**src/rtl/memio_bridge_if.sv**
```systemverilog
// Core-side request/response and SRAM-side port of the memory/I-O bridge.
// The slave modport is the bridge; the master modport is the core plus SRAM environment.
interface memio_bridge_if;
  logic [15:0] cpu_addr;
  logic [15:0] cpu_wdata;
  logic        cpu_mem_ena;
  logic        cpu_wr_ena;
  logic [15:0] cpu_rdata;
  logic        cpu_ready;
  logic [15:0] sram_addr;
  logic [15:0] sram_wdata;
  logic        sram_en;
  logic        sram_we;
  logic [15:0] sram_rdata;

  modport slave (
    input  cpu_addr, cpu_wdata, cpu_mem_ena, cpu_wr_ena, sram_rdata,
    output cpu_rdata, cpu_ready, sram_addr, sram_wdata, sram_en, sram_we
  );

  modport master (
    output cpu_addr, cpu_wdata, cpu_mem_ena, cpu_wr_ena, sram_rdata,
    input  cpu_rdata, cpu_ready, sram_addr, sram_wdata, sram_en, sram_we
  );
endinterface

```
**src/rtl/memio_bridge.sv**
```systemverilog
// SLC-3 memory/I-O bridge: one SRAM access or one switch/hex I/O access per core request,
// completed with a single-cycle cpu_ready pulse.
module memio_bridge #(
  parameter int          WAIT_STATES = 1,
  parameter logic [15:0] IO_ADDR     = 16'hFFFF
) (
  input  logic          clk,
  input  logic          reset,
  memio_bridge_if.slave bus,
  input  logic [15:0]   sw_i,
  output logic [15:0]   hex_o
);
  typedef enum logic [1:0] {IDLE, ACCESS, RESP, RELEASE} state_t;

  localparam logic [2:0] WS = 3'(WAIT_STATES);

  state_t      state, state_nxt;
  logic [2:0]  cnt;
  logic        wr_q;
  logic [15:0] sw_s1, sw_s2;
  logic        is_io;

  assign is_io         = (bus.cpu_addr == IO_ADDR);
  assign bus.cpu_ready = (state == RESP);

  always_ff @(posedge clk) begin
    if (reset) state <= IDLE;
    else       state <= state_nxt;
  end

  always_comb begin
    state_nxt = state;
    case (state)
      IDLE:    if (bus.cpu_mem_ena) state_nxt = is_io ? RESP : ACCESS;
      ACCESS:  if (cnt == 3'd0)     state_nxt = RESP;
      RESP:    state_nxt = bus.cpu_mem_ena ? RELEASE : IDLE;
      RELEASE: if (!bus.cpu_mem_ena) state_nxt = IDLE;
      default: state_nxt = IDLE;
    endcase
  end

  // Request fields are captured only at the IDLE acceptance edge, so later
  // changes on the core side cannot disturb an access in flight.
  always_ff @(posedge clk) begin
    if (reset) begin
      sw_s1          <= '0;
      sw_s2          <= '0;
      cnt            <= '0;
      wr_q           <= 1'b0;
      hex_o          <= '0;
      bus.cpu_rdata  <= '0;
      bus.sram_addr  <= '0;
      bus.sram_wdata <= '0;
      bus.sram_en    <= 1'b0;
      bus.sram_we    <= 1'b0;
    end else begin
      sw_s1       <= sw_i;
      sw_s2       <= sw_s1;
      bus.sram_en <= 1'b0;
      bus.sram_we <= 1'b0;
      case (state)
        IDLE: if (bus.cpu_mem_ena) begin
          wr_q <= bus.cpu_wr_ena;
          if (is_io) begin
            if (bus.cpu_wr_ena) hex_o         <= bus.cpu_wdata;
            else                bus.cpu_rdata <= sw_s2;
          end else begin
            bus.sram_addr  <= bus.cpu_addr;
            bus.sram_wdata <= bus.cpu_wdata;
            bus.sram_en    <= 1'b1;
            bus.sram_we    <= bus.cpu_wr_ena;
            cnt            <= WS;
          end
        end
        ACCESS: begin
          if (cnt == 3'd0) begin
            if (!wr_q) bus.cpu_rdata <= bus.sram_rdata;
          end else begin
            cnt <= cnt - 3'd1;
          end
        end
        default: ;
      endcase
    end
  end
endmodule

```
**src/flat_wrapper.sv**
```systemverilog
// flat-port wrapper written by rule: the top's interface ports become plain ports
module memio_bridge_flat 
#(
  parameter int          WAIT_STATES = 1,
  parameter logic [15:0] IO_ADDR     = 16'hFFFF
)
  (clk, reset, sw_i, hex_o, bus_cpu_addr, bus_cpu_wdata, bus_cpu_mem_ena, bus_cpu_wr_ena, bus_sram_rdata, bus_cpu_rdata, bus_cpu_ready, bus_sram_addr, bus_sram_wdata, bus_sram_en, bus_sram_we);
  memio_bridge_if bus_i ();
  input  logic clk;
  input  logic reset;
  input  logic [15:0] sw_i;
  output logic [15:0] hex_o;
  input wire logic [$bits(bus_i.cpu_addr)-1:0] bus_cpu_addr;
  input wire logic [$bits(bus_i.cpu_wdata)-1:0] bus_cpu_wdata;
  input wire logic [$bits(bus_i.cpu_mem_ena)-1:0] bus_cpu_mem_ena;
  input wire logic [$bits(bus_i.cpu_wr_ena)-1:0] bus_cpu_wr_ena;
  input wire logic [$bits(bus_i.sram_rdata)-1:0] bus_sram_rdata;
  output wire logic [$bits(bus_i.cpu_rdata)-1:0] bus_cpu_rdata;
  output wire logic [$bits(bus_i.cpu_ready)-1:0] bus_cpu_ready;
  output wire logic [$bits(bus_i.sram_addr)-1:0] bus_sram_addr;
  output wire logic [$bits(bus_i.sram_wdata)-1:0] bus_sram_wdata;
  output wire logic [$bits(bus_i.sram_en)-1:0] bus_sram_en;
  output wire logic [$bits(bus_i.sram_we)-1:0] bus_sram_we;
  assign bus_i.cpu_addr = bus_cpu_addr;
  assign bus_i.cpu_wdata = bus_cpu_wdata;
  assign bus_i.cpu_mem_ena = bus_cpu_mem_ena;
  assign bus_i.cpu_wr_ena = bus_cpu_wr_ena;
  assign bus_i.sram_rdata = bus_sram_rdata;
  assign bus_cpu_rdata = bus_i.cpu_rdata;
  assign bus_cpu_ready = bus_i.cpu_ready;
  assign bus_sram_addr = bus_i.sram_addr;
  assign bus_sram_wdata = bus_i.sram_wdata;
  assign bus_sram_en = bus_i.sram_en;
  assign bus_sram_we = bus_i.sram_we;
  memio_bridge #(.WAIT_STATES(WAIT_STATES), .IO_ADDR(IO_ADDR)) u_core (.clk(clk), .reset(reset), .bus(bus_i), .sw_i(sw_i), .hex_o(hex_o));
endmodule
```
**config.mk**
```make
export PLATFORM = sky130hd
export DESIGN_NAME = memio_bridge_flat
export DESIGN_NICKNAME = d
export VERILOG_FILES = /design/src/rtl/memio_bridge_if.sv /design/src/rtl/memio_bridge.sv /design/src/flat_wrapper.sv
export SDC_FILE = /design/constraint.sdc
export NUM_CORES = 1
export LEC_CHECK = 0
export ABC_AREA = 1
export CORE_MARGIN = 3
export CORE_UTILIZATION = 53
export CTS_BUF_LIST = sky130_fd_sc_hd__clkbuf_8
export CTS_CLUSTER_DIAMETER = 150
export CTS_CLUSTER_SIZE = 12
export DETAILED_ROUTE_END_ITERATION = 10
export PLACE_DENSITY = 0.85
export SLEW_MARGIN = 15
export SYNTH_ARGS = -nofsm -noshare
export SYNTH_HDL_FRONTEND = slang
export SYNTH_SLANG_ARGS = --single-unit
```
**constraint.sdc**
```tcl
create_clock -name clk -period 4.2 [get_ports clk]
set_input_delay 0.84 -clock clk [delete_from_list [all_inputs] [get_ports clk]]
set_output_delay 0.84 -clock clk [all_outputs]
set_load 0.01 [all_outputs]
```
# --- Word level (Yosys, flattened, before mapping) ---
# Cells that the tools add are included.
# W data, S select, Z words.
totals:
  register_bits: 104
  latch_bits: 0
  ramBits: 0
  romBits: 0
  in_bits: 68
  out_inout_bits: 67
  word_cells: 55
  memories: 0
op_classes:
  add_sub_neg: 1
  n_mul: 0
  div_mod_pow: 0
  n_lt_le_gt_ge: 0
  n_eq_ne: 12
  n_shift: 0
  mux: 17
  bitwise: 3
  reduce_logical: 11
op_table:
  columns: ["cell", "count"]
  rows:
  - ["$mux W16", 5]
  - ["$pmux W16 S2", 1]
  - ["$eq A16 B16 Y1 const B", 1]
  - ["$ne A2 B2 Y1 const B", 6]
  - ["$mux W2", 5]
  - ["$mux W3", 3]
  - ["$pmux W2 S4", 1]
  - ["$reduce_and A4 Y1", 2]
  - ["$pmux W3 S2", 1]
  - ["$reduce_and A3 Y1", 2]
  - ["$reduce_and A6 Y1", 1]
  - ["$eq A2 B2 Y1 const B", 2]
  - ["$ne A2 B1 Y1 const B", 2]
  - ["$reduce_or A4 Y1", 1]
  - ["$logic_not A3 Y1", 1]
  - ["$not A1 Y1", 3]
  - ["$reduce_or A3 Y1", 1]
  - ["$sub A3 B1 Y3 const B", 1]
  - ["$eq A2 B1 Y1 const B", 1]
  - ["$logic_not A2 Y1", 1]
  - ["$reduce_and A2 Y1", 1]
  - ["$reduce_bool A2 Y1", 1]
  - ["$mux W1", 1]

# --- Longest topological paths before layout ---
logic_depth:
  word_depth: 4
  depth_mapped: 10
  depth_no_buf: 9

# --- Least setup slack after synthesis ---
# OpenSTA, ideal clock, no wires.
synth_path:
  path_type: "input to register"
  from: "input bus_cpu_addr[1]"
  to: "register u_core.bus.cpu_rdata[13]"
  t_arrival_ns: 1.675
  required_time_ns: 4.085
  slack_ns: 2.410
  stages: 8
  path_cell_list: "nand2_1 nor2_2 nand2_2 o21ai_4 buf_4 nand3_1 nand2_1 nor2_1"
synth_via:
  elab_chain_cells: 3
synth_rtl:
  columns: ["element", "line", "rtl"]
  rows:
  - ["start, declared", "flat_wrapper.sv:13", "input wire logic [$bits(bus_i.cpu_addr)-1:0] bus_cpu_addr;"]
  - ["$eq A16 B16 Y1", "memio_bridge.sv:23", "assign is_io = (bus.cpu_addr == IO_ADDR);"]
  - ["$ne A2 B1 Y1 (no source line)", null, null]
  - ["$reduce_and A6 Y1 (no source line)", null, null]
  - ["end signal, assigned", "memio_bridge.sv:66", "else bus.cpu_rdata <= sw_s2;"]
  - ["end signal, assigned", "memio_bridge.sv:77", "if (!wr_q) bus.cpu_rdata <= bus.sram_rdata;"]
  - ["end, declared", "memio_bridge_if.sv:18", "output cpu_rdata, cpu_ready, sram_addr, sram_wdata, sram_en, sram_we"]
# No other way between the ends.
# A chain may end at the register's enable or synchronous reset.

# --- Worst setup path after layout ---
layout_path:
  from: "input bus_cpu_mem_ena"
  to: "register u_core.bus.cpu_rdata[10]"
layout_via:
  elab_chain_cells: 2
layout_rtl:
  columns: ["element", "line", "rtl"]
  rows:
  - ["start, declared", "flat_wrapper.sv:15", "input wire logic [$bits(bus_i.cpu_mem_ena)-1:0] bus_cpu_mem_ena;"]
  - ["$ne A2 B2 Y1 (no source line)", null, null]
  - ["$reduce_and A6 Y1 (no source line)", null, null]
# No other way between the ends.

==> impl_metrics.csv <==
group,metric,value,unit
status,status,"finished, final reports clean",
power,ir_drop,0.000216,V
die,fp.dieH,100,µm
detailed_routing,wl_per_cell,12.8,µm
detailed_routing,vias,4469,
sta,worst-slew-pin-transition,1090,ps
sta,slew_violations,0,
die,rows,33,
min_path,hp-class,"reg2reg",
global_routing,antenna_found_initial,0,
yosys,synth_fp_nets,771,
power,p_leak,2.98,nW
yosys,yosysWarnings,0,
placed_design,placed_area,5970,µm²
sta,hold_viol,0,
yosys,synth_common_cells,"nand2_1, inv_1, nor2_1, dfxtp_1, a21oi_1",
yosys,synth_edf_count,0,
die,core_area,8420,µm²
worst_setup_path,r2r_slack,1960,ps
yosys,syn_area,4700,µm²
sta,fin_crit,2810,ps
clock_network,post_cts_resized,0,
yosys,syn_avg_cell_area,6.70,µm²
sta,relSlewSlack,0.271,
sta,setup_viol,0,
power,power,2.39,mW
global_routing,overflow,0,
global_routing,grt_pass1_vias,4285,
clock_network,hold_buffers,0,
worst_setup_path,crit_type,"in2reg",
worst_setup_path,setup.worst_path.start_class,"primary input",
global_routing,grtUsageMet1,0.307,
yosys,yosys-top-cells-area,"dfxtp_1, nand2_1, inv_1, nor2_1, nand4_1",
detailed_routing,antenna_left,0,
global_routing,top_usage_layer,"met2",
placed_design,portBuffers,134,
sta,rsz0062_at_grt,"no",
die,die_area,10000,µm²
placed_design,dp_hpwl,8330,µm
detailed_routing,drtPass1Iterations,5,
global_routing,grt_util_met3,0.0341,
power,power_per_cell_area,387,nW/µm²
worst_setup_path,required,4480,ps
yosys,synth_top_cell_area_share,0.443,
sta,period_share,0.669,
clock_network,ctsLongestPathBuffers,2,
yosys,yosysSeqAreaShare,0.443,
clock_network,path_clk_slew,110,ps
clock_network,clockRootBuffer,"clkbuf_8",
worst_setup_path,end_kind,"register",
clock_network,cts_buffers,9,
final_layout,syn_to_final_growth,31.5,%
final_layout,final_cell_area,6170,µm²
global_routing,grt_max_degree,68,
final_layout,drive_above_1_share,0.0502,
clock_network,cts_max_level,3,
sta,finClkSkew,12.4,ps
yosys,ys_types,25,
clock_network,clk_latency,370,ps
final_layout,antennaDiodeCount,0,
yosys,synth-seq-cells,104,
global_routing,grt_usage,0.242,
detailed_routing,via_per_inst,4.85,
worst_setup_path,arrival,3090,ps
worst_setup_path,cp_max_fo,32,
placed_design,place_congestion,0.801,
final_layout,final_util,0.733,
sta,tns,0,ps
detailed_routing,wirelength,11800,µm
yosys,synthArstFlopShare,0,
global_routing,grt_pass1_wl,19800,µm
yosys,ys.flop_type,"dfxtp_1",
sta,fmax,0.356,GHz
clock_network,clock-sinks,104,
die,die_x,100,µm
yosys,synth.most_common_cell,"nand2_1",
yosys,synth_top_cell_by_area,"dfxtp_1",
run,cap_violations,0,
die,start_util,0.558,
final_layout,finalNetCount,881,
die,io_pins,135,
clock_network,tritoncts,"yes",
detailed_routing,drc_errors,0,
global_routing,grt_util_met2,0.412,
clock_network,cts_setup_buffers,0,
yosys,synthCells,701,
detailed_routing,drt_iter0_drc,241,
[path summary, 6_finish.rpt]
check,cells after the start,endpoint,from
worst max register to register,6,u_core.bus.sram_wdata[0],u_core.state[1]
worst max-delay path,8,u_core.bus.cpu_rdata[10],bus_cpu_mem_ena
worst min register to register,2,u_core.sw_s2[6],u_core.sw_s1[6]
worst min-delay path,2,u_core.sw_s2[6],u_core.sw_s1[6]
[per-layer routing]
layer / wire [µm] / share of wire
met1: 4700 / 0.40
met2: 6000 / 0.51
met3: 788 / 0.067
met4: 321 / 0.027
met5: 0 / 0
[cell type report]
| class | instances | area, µm² |
|---|---|---|
| multi-input cells | 404 | 1810 |
| inverters | 154 | 578 |
| clock buffers | 9 | 124 |
| repair buffers | 138 | 1370 |
| fillers | 670 | 2250 |
| well taps | 105 | 131 |
| flip-flops and latches | 104 | 2080 |
| clock inverters | 7 | 81.3 |
[state kept, by name, indices dropped and copies added (netlist names)]
| register | flops |
|---|---|
| u_core.bus.cpu_rdata | 16 |
| u_core.bus.sram_addr | 16 |
| u_core.bus.sram_wdata | 16 |
| u_core.hex_o | 16 |
| u_core.sw_s1 | 16 |
| u_core.sw_s2 | 16 |
| u_core.cnt | 3 |
| u_core.state | 2 |
| u_core.bus.sram_en | 1 |
| u_core.bus.sram_we | 1 |
| u_core.wr_q | 1 |
[worst max-delay path: stages]
cell and delay [ps]:
clkdlybuf4s50_1 1010, inv_1 170, nand2_2 130, nand2_2 70, nor2_4 510, nand3_1 180, nand2_1 110, nor2_1 50
[cell usage in the layout, fill, tap and decap left out]
cell type / n
nand2_1: 167
inv_1: 149
clkdlybuf4s50_1: 134
nor2_1: 106
dfxtp_1: 104
a21oi_1: 37
nand3_1: 36
nand4_1: 33
clkbuf_8: 9
nand2_2: 6
inv_2: 5
nor2_4: 4
buf_4: 4
nor2_2: 3
o21ai_4: 2
o21ai_0: 2
ha_1: 2
inv_8: 2
clkinv_4: 2
o21ai_1: 1
a31oi_1: 1
or2_1: 1
nand3_2: 1
nor3_1: 1
xnor2_1: 1
inv_6: 1
clkinv_8: 1
inv_12: 1
[stage by stage]
step / hold slack [ps] / setup WS [ps] / instances
finish: 405 / 1390 / 921
global placement: 395 / 1190 / 905
global route: 427 / 1220 / 921
detailed placement: 394 / 1080 / 905
CTS: 406 / 1460 / 921
floorplan: 388 / 2410 / 701
[kinds of logic after synthesis]
kind of cell               Yosys count  share of synthesized area
AOI/OAI and AO/OA                   43                     0.0509
xor gates and xnor gates             1                    0.00187
adders and majority gates            2                    0.00533
buffers and inverters              193                      0.173
DFF                                104                      0.443
and+or+nand+nor                    358                      0.326
[report_power, final]
part | switching [mW] | internal [mW]
Sequential | 0.0457 | 1.07
Combinational | 0.359 | 0.285
Clock | 0.390 | 0.241
(Power assumes the default switching activity.)
